[src/rtl/dla_pe_array_result_drain_if.sv]
// rtl/dla_pe_array_result_drain_if.sv - PE array result capture and output beat stream bundle
interface dla_pe_array_result_drain_if #(
  parameter int unsigned NUM_LANES             = 1,
  parameter int unsigned NUM_RESULTS_PER_CYCLE = 2,
  parameter int unsigned NUM_FEATURES          = 4,
  parameter int unsigned RESULT_WIDTH          = 32
);
  localparam int unsigned WORD_W = NUM_LANES * NUM_RESULTS_PER_CYCLE * NUM_FEATURES * RESULT_WIDTH;
  localparam int unsigned BEAT_W = NUM_LANES * NUM_FEATURES * RESULT_WIDTH;
  localparam int unsigned BW     = (NUM_RESULTS_PER_CYCLE > 1) ? $clog2(NUM_RESULTS_PER_CYCLE) : 1;

  logic              i_result_valid;
  logic [WORD_W-1:0] i_result;
  logic              o_almost_full;
  logic              o_overflow;
  logic              o_valid;
  logic              i_ready;
  logic [BEAT_W-1:0] o_data;
  logic [BW-1:0]     o_beat_idx;
  logic              o_last;

  modport slave (
    input  i_result_valid, i_result, i_ready,
    output o_almost_full, o_overflow, o_valid, o_data, o_beat_idx, o_last
  );

  modport master (
    output i_result_valid, i_result, i_ready,
    input  o_almost_full, o_overflow, o_valid, o_data, o_beat_idx, o_last
  );
endinterface

[src/rtl/dla_pe_array_result_drain.sv]
// rtl/dla_pe_array_result_drain.sv - buffers PE array result words and serializes them one result index per beat
module dla_pe_array_result_drain #(
  parameter int unsigned NUM_LANES             = 1,
  parameter int unsigned NUM_RESULTS_PER_CYCLE = 2,
  parameter int unsigned NUM_FEATURES          = 4,
  parameter int unsigned RESULT_WIDTH          = 32,
  parameter int unsigned FIFO_DEPTH            = 16,
  parameter int unsigned ALMOST_FULL_SLACK     = 4
) (
  input  logic clk,
  input  logic i_sclr,
  dla_pe_array_result_drain_if.slave bus
);
  localparam int unsigned WORD_W = NUM_LANES * NUM_RESULTS_PER_CYCLE * NUM_FEATURES * RESULT_WIDTH;
  localparam int unsigned BEAT_W = NUM_LANES * NUM_FEATURES * RESULT_WIDTH;
  localparam int unsigned BW     = (NUM_RESULTS_PER_CYCLE > 1) ? $clog2(NUM_RESULTS_PER_CYCLE) : 1;
  localparam int unsigned PW     = $clog2(FIFO_DEPTH);
  localparam int unsigned CW     = PW + 1;

  localparam logic [BW-1:0] LAST_IDX = BW'(NUM_RESULTS_PER_CYCLE - 1);
  localparam logic [CW-1:0] DEPTH_C  = CW'(FIFO_DEPTH);
  localparam logic [CW-1:0] AF_C     = CW'(FIFO_DEPTH - ALMOST_FULL_SLACK);

  typedef enum logic {IDLE, STREAM} state_t;

  state_t            state_q, state_d;
  logic [WORD_W-1:0] mem [FIFO_DEPTH];
  logic [PW-1:0]     wr_ptr, rd_ptr;
  logic [CW-1:0]     count_q, count_d;
  logic [BW-1:0]     r_q, r_d;
  logic              af_q, ovf_q;
  logic [WORD_W-1:0] head;
  logic              beat_last, fire, pop, push, drop;

  assign head      = mem[rd_ptr];
  assign beat_last = (state_q == STREAM) && (r_q == LAST_IDX);
  assign fire      = (state_q == STREAM) && bus.i_ready;
  assign pop       = fire && beat_last;
  // A pop frees the slot in the same cycle, so a full FIFO can still accept.
  assign push      = bus.i_result_valid && ((count_q != DEPTH_C) || pop);
  assign drop      = bus.i_result_valid && !push;

  always_comb begin
    state_d = state_q;
    r_d     = r_q;
    count_d = count_q + CW'(push) - CW'(pop);
    if (fire) begin
      r_d = beat_last ? '0 : r_q + BW'(1);
    end
    state_d = (count_d == '0) ? IDLE : STREAM;
  end

  always_comb begin
    bus.o_data = '0;
    for (int l = 0; l < int'(NUM_LANES); l++) begin
      for (int f = 0; f < int'(NUM_FEATURES); f++) begin
        bus.o_data[(l * int'(NUM_FEATURES) + f) * int'(RESULT_WIDTH) +: RESULT_WIDTH] =
          head[((l * int'(NUM_RESULTS_PER_CYCLE) + int'(r_q)) * int'(NUM_FEATURES) + f)
               * int'(RESULT_WIDTH) +: RESULT_WIDTH];
      end
    end
  end

  assign bus.o_valid       = (state_q == STREAM);
  assign bus.o_last        = beat_last;
  assign bus.o_beat_idx    = r_q;
  assign bus.o_almost_full = af_q;
  assign bus.o_overflow    = ovf_q;

  always_ff @(posedge clk) begin
    if (i_sclr) begin
      state_q <= IDLE;
      count_q <= '0;
      wr_ptr  <= '0;
      rd_ptr  <= '0;
      r_q     <= '0;
      af_q    <= 1'b0;
      ovf_q   <= 1'b0;
    end else begin
      state_q <= state_d;
      count_q <= count_d;
      r_q     <= r_d;
      wr_ptr  <= wr_ptr + PW'(push);
      rd_ptr  <= rd_ptr + PW'(pop);
      af_q    <= (count_d >= AF_C);
      if (drop) begin
        ovf_q <= 1'b1;
      end
    end
  end

  always_ff @(posedge clk) begin
    if (push && !i_sclr) begin
      mem[wr_ptr] <= bus.i_result;
    end
  end
endmodule

[src/flat_wrapper.sv]
// flat-port wrapper written by rule: the top's interface ports become plain ports
module dla_pe_array_result_drain_flat 
#(
  parameter int unsigned NUM_LANES             = 1,
  parameter int unsigned NUM_RESULTS_PER_CYCLE = 2,
  parameter int unsigned NUM_FEATURES          = 4,
  parameter int unsigned RESULT_WIDTH          = 32,
  parameter int unsigned FIFO_DEPTH            = 16,
  parameter int unsigned ALMOST_FULL_SLACK     = 4
)
  (clk, i_sclr, bus_i_result_valid, bus_i_result, bus_i_ready, bus_o_almost_full, bus_o_overflow, bus_o_valid, bus_o_data, bus_o_beat_idx, bus_o_last);
  dla_pe_array_result_drain_if #(.NUM_LANES(NUM_LANES), .NUM_RESULTS_PER_CYCLE(NUM_RESULTS_PER_CYCLE), .NUM_FEATURES(NUM_FEATURES), .RESULT_WIDTH(RESULT_WIDTH)) bus_i ();
  input  logic clk;
  input  logic i_sclr;
  input wire logic [$bits(bus_i.i_result_valid)-1:0] bus_i_result_valid;
  input wire logic [$bits(bus_i.i_result)-1:0] bus_i_result;
  input wire logic [$bits(bus_i.i_ready)-1:0] bus_i_ready;
  output wire logic [$bits(bus_i.o_almost_full)-1:0] bus_o_almost_full;
  output wire logic [$bits(bus_i.o_overflow)-1:0] bus_o_overflow;
  output wire logic [$bits(bus_i.o_valid)-1:0] bus_o_valid;
  output wire logic [$bits(bus_i.o_data)-1:0] bus_o_data;
  output wire logic [$bits(bus_i.o_beat_idx)-1:0] bus_o_beat_idx;
  output wire logic [$bits(bus_i.o_last)-1:0] bus_o_last;
  assign bus_i.i_result_valid = bus_i_result_valid;
  assign bus_i.i_result = bus_i_result;
  assign bus_i.i_ready = bus_i_ready;
  assign bus_o_almost_full = bus_i.o_almost_full;
  assign bus_o_overflow = bus_i.o_overflow;
  assign bus_o_valid = bus_i.o_valid;
  assign bus_o_data = bus_i.o_data;
  assign bus_o_beat_idx = bus_i.o_beat_idx;
  assign bus_o_last = bus_i.o_last;
  dla_pe_array_result_drain #(.NUM_LANES(NUM_LANES), .NUM_RESULTS_PER_CYCLE(NUM_RESULTS_PER_CYCLE), .NUM_FEATURES(NUM_FEATURES), .RESULT_WIDTH(RESULT_WIDTH), .FIFO_DEPTH(FIFO_DEPTH), .ALMOST_FULL_SLACK(ALMOST_FULL_SLACK)) u_core (.clk(clk), .i_sclr(i_sclr), .bus(bus_i));
endmodule
[config.mk]
export PLATFORM = sky130hd
export DESIGN_NAME = dla_pe_array_result_drain_flat
export DESIGN_NICKNAME = d
export VERILOG_FILES = /design/src/rtl/dla_pe_array_result_drain_if.sv /design/src/rtl/dla_pe_array_result_drain.sv /design/src/flat_wrapper.sv
export SDC_FILE = /design/constraint.sdc
export NUM_CORES = 2
export LEC_CHECK = 0
export CAP_MARGIN = 20
export CORE_MARGIN = 4
export CORE_UTILIZATION = 25
export CTS_CLUSTER_DIAMETER = 50
export DETAILED_ROUTE_END_ITERATION = 16
export DONT_BUFFER_PORTS = 1
export PLACE_DENSITY = 0.4
export SLEW_MARGIN = 20
export SYNTH_ARGS = -nofsm -noshare
export SYNTH_HDL_FRONTEND = slang
export SYNTH_SLANG_ARGS = --single-unit
[constraint.sdc]
create_clock -name clk -period 32 [get_ports clk]
set_input_delay 6.4 -clock clk [delete_from_list [all_inputs] [get_ports clk]]
set_output_delay 6.4 -clock clk [all_outputs]
set_load 0.1 [all_outputs]
==> results.json <==
{
  "outcome": "completed",
  "period_share_pct": 45.5,
  "routabilityCongestion": 0.686,
  "critPathMaxFanout": 112,
  "layout_min_cycle_time_ps": 14580,
  "p_total_w": 0.0136,
  "die_y_um": 791,
  "fin_ws_ps": 17420,
  "drv_slew": 0,
  "worstPathCellList": "buf_4 > buf_4 > buf_4 > buf_4 > buf_4 > buf_12 > mux4_2 > o22ai_1 > nor4_2 > buf_16",
  "synth.yosys.warnings": 0,
  "syn_inst": 6402,
  "ant_nets": 0,
  "synthToLayoutAreaGrowth_pct": 20.9,
  "worst-slew-pin-transition_ps": 1170,
  "ys_ff_latch": 4113,
  "cts_hold_repair.buffers": 0,
  "fmax_ghz": 0.0686,
  "whs_path_depth": 3,
  "ys_seq_area_share_pct": 80.4,
  "ys.flop_type": "edfxtp_1",
  "synthTopCellsByCount": "4096 x edfxtp_1, 952 x mux4_2, 441 x o22ai_1, 144 x mux2i_1, 135 x buf_2",
  "dp_slack_ps": 18180,
  "grt_start_max_net_pins": 118,
  "relSlewSlack_pct": 22.1,
  "ctsResizeCount": 0,
  "crit_arrival_ps": 8180,
  "clkTransAtPathRegs_ps": 50,
  "drc": 0,
  "insertion_delay_ps": 1010,
  "synth_top_cells_by_area": "edfxtp_1 80%, mux4_2 14%, o22ai_1 1.8%",
  "synth_nets": 6673,
  "worst-setup-path-type": "register to output pin",
  "nFillCells": 58500,
  "slowest_delay_ps": 940,
  "setup.worst_path.end_class": "output pin",
  "cts_buffer_depth": 4,
  "startpoint_type": "register",
  "fin_setup_tns_ps": 0,
  "post_synth.cell_area_avg_um2": 24.0,
  "hold_path_end": "u_core.wr_ptr[3]$_SDFF_PP0_",
  "rr_worst_depth": 8,
  "clockRootBuffer": "clkbuf_16",
  "tritoncts": "yes",
  "vias": 72000,
  "wl_per_cell_um": 29.6,
  "htree_levels": 6,
  "power_density_nw_per_um2": 73.4,
  "leakagePower_nw": 54.8,
  "port_buffers": 0,
  "drive_above_1_share_pct": 30.3,
  "totalWireLength_mm": 457,
  "finClkSkew_ps": 37.9,
  "post_cts_buffers": 0,
  "dp_hpwl_mm": 239,
  "async_reset_ff_share_pct": 0,
  "cts_made_buffers": 535,
  "core-area_um2": 611000,
  "die-area_um2": 626000,
  "viasPerCell": 4.66,
  "cap_violations": 0,
  "hold_class": "register to register",
  "cp.required_ps": 25600,
  "synth_cell_type_count": 42,
  "grt_pass1_vias": 77600,
  "cp_slowest_cell": "dfxtp_4",
  "gr-total-overflow": 0,
  "die_w_um": 791,
  "antenna_found_initial": 15,
  "cts_sinks": 4113,
  "initial_core_util_pct": 25.1,
  "setup_viol": 0,
  "drt_iter0_drc": 6165,
  "critPathBufInv": 7,
  "netlist_area_um2": 153000,
  "synth-edff-count": 4096,
  "ios": 393,
  "hold_viol": 0,
  "cpMostUsedCell": "buf_4",
  "peakVddDrop_v": 0.0000553,
  "drtPass1Iterations": 5,
  "reg2reg_from": "u_core.bus.o_valid$_SDFF_PP0_",
  "synth_top_area_share_pct": 80.1,
  "holdCritStartpoint": "u_core.wr_ptr[1]$_SDFF_PP0_",
  "nNetsFinal": 7176,
  "track_usage_pct": 14.3,
  "r2r_setup_slack_ps": 25610,
  "r2r-end": "u_core.mem[8][31]$_DFFE_PP_",
  "grt_pass1_wl_mm": 633,
  "cp_top_family": "buffers and inverters",
  "synth_top_area_cell": "edfxtp_1",
  "yosysMostFrequentCell": "edfxtp_1",
  "num_rows": 287,
  "rsz0062_at_grt": "false"
}
## layout by cell type, fill, tap and decap left out, drive strengths merged
cell type	instances
diode	11
or3b	1
nor2	24
dfxtp	17
xnor2	5
clkinvlp	24
inv	59
nand3	41
clkinv	213
o22ai	441
buf	322
nand2b	5
xor2	4
mux2i	144
nand3b	3
and3	1
edfxtp	4096
ha	10
o21bai	1
nor3	6
nand4	18
or2	2
a31oi	2
nor4bb	1
a211oi	1
and2	4
nand2	23
clkbuf	630
nor4	110
or3	1
mux4	952
a22oi	90
a21oi	21
bufinv	47
a21o	1
nor2b	11
fa	1
## worst register-to-register path, stage by stage, from the launching register on
cell	delay, ps
dfxtp_1	990
nand3_1	340
a211oi_2	430
or3b_2	610
nor2_4	670
buf_4	570
buf_4	660
buf_4	660
buf_4	960
## flip-flops by register name (all words and copies together), names as in the netlist
register / flops
u_core.count_q: 5
u_core.bus.o_almost_full: 1
u_core.wr_ptr: 4
u_core.bus.o_beat_idx: 1
u_core.mem: 4096
u_core.rd_ptr: 4
u_core.bus.o_overflow: 1
u_core.bus.o_valid: 1
## layout make-up
cell class / count / area, um^2 / area share [%]
clock buffer: 630 / 13800 / 7.44
multi-input combinational: 1924 / 29000 / 15.6
timing repair buffer: 322 / 5100 / 2.75
sequential: 4113 / 123000 / 66.5
antenna: 11 / 27.5 / 0.0148
clock inverter: 334 / 4040 / 2.18
tap: 8092 / 10100 / 5.46
inverter: 9 / 33.8 / 0.0182
## per-stage QoR
step	instance area (um^2)	util, %	hold WS (ps)	instances
2_1_floorplan	153000	-	558	6402
3_3_place_gp	168000	27.4	595	14500
3_5_place_dp	168000	27.4	617	14500
4_1_cts	185000	30.3	639	15400
5_1_grt	185000	30.3	688	15400
6_report	185000	30.3	636	15400
## kinds of logic (layout without fill, tap and decap cells)
family	Yosys count	in the layout	share of synthesized area, %
other	0	11	0
AO/OA/AOI/OAI	557	557	2.33
multiplexers	1096	1096	14.9
flip-flops	4113	4113	80.4
XOR/XNOR	9	9	0.0514
adder cells (fa/ha/maj)	11	11	0.0946
buffers and inverters	365	1295	1.32
AND/OR/NAND/NOR	251	251	0.921
## worst max-delay path by stage
| stage | startpoint | end | slack, ps | cells past startpoint |
|---|---|---|---|---|
| after floorplan | bus_i_ready | u_core.mem[0][0]$_DFFE_PP_ | 6250 | 4 |
| after global placement | u_core.rd_ptr[0]$_SDFF_PP0_ | bus_o_data[18] | 18150 | 10 |
| after detailed placement | u_core.rd_ptr[0]$_SDFF_PP0_ | bus_o_data[18] | 18180 | 10 |
| after CTS | u_core.rd_ptr[0]$_SDFF_PP0_ | bus_o_data[7] | 16980 | 10 |
| after global routing | u_core.rd_ptr[0]$_SDFF_PP0_ | bus_o_data[18] | 16550 | 10 |
| final | u_core.rd_ptr[0]$_SDFF_PP0_ | bus_o_data[7] | 17420 | 10 |
## metal layers
| metal | track usage, % | wire (um) | vias to the layer above |
|---|---|---|---|
| met1 | 18.8 | 194000 | 40400 |
| met2 | 24.3 | 227000 | 1958 |
| met4 | 3.23 | 9540 | 0 |
| met3 | 2.84 | 26500 | 602 |
| li1 | - | - | 29100 |
| met5 | 0 | 0 | - |
## power by group
group	internal [W]	leakage [nW]	switching (W)
clock network	0.00353	8.60	0.00243
registers	0.00603	37.0	0.0000333
logic	0.000595	9.17	0.000993
(Power assumes the default switching activity.)
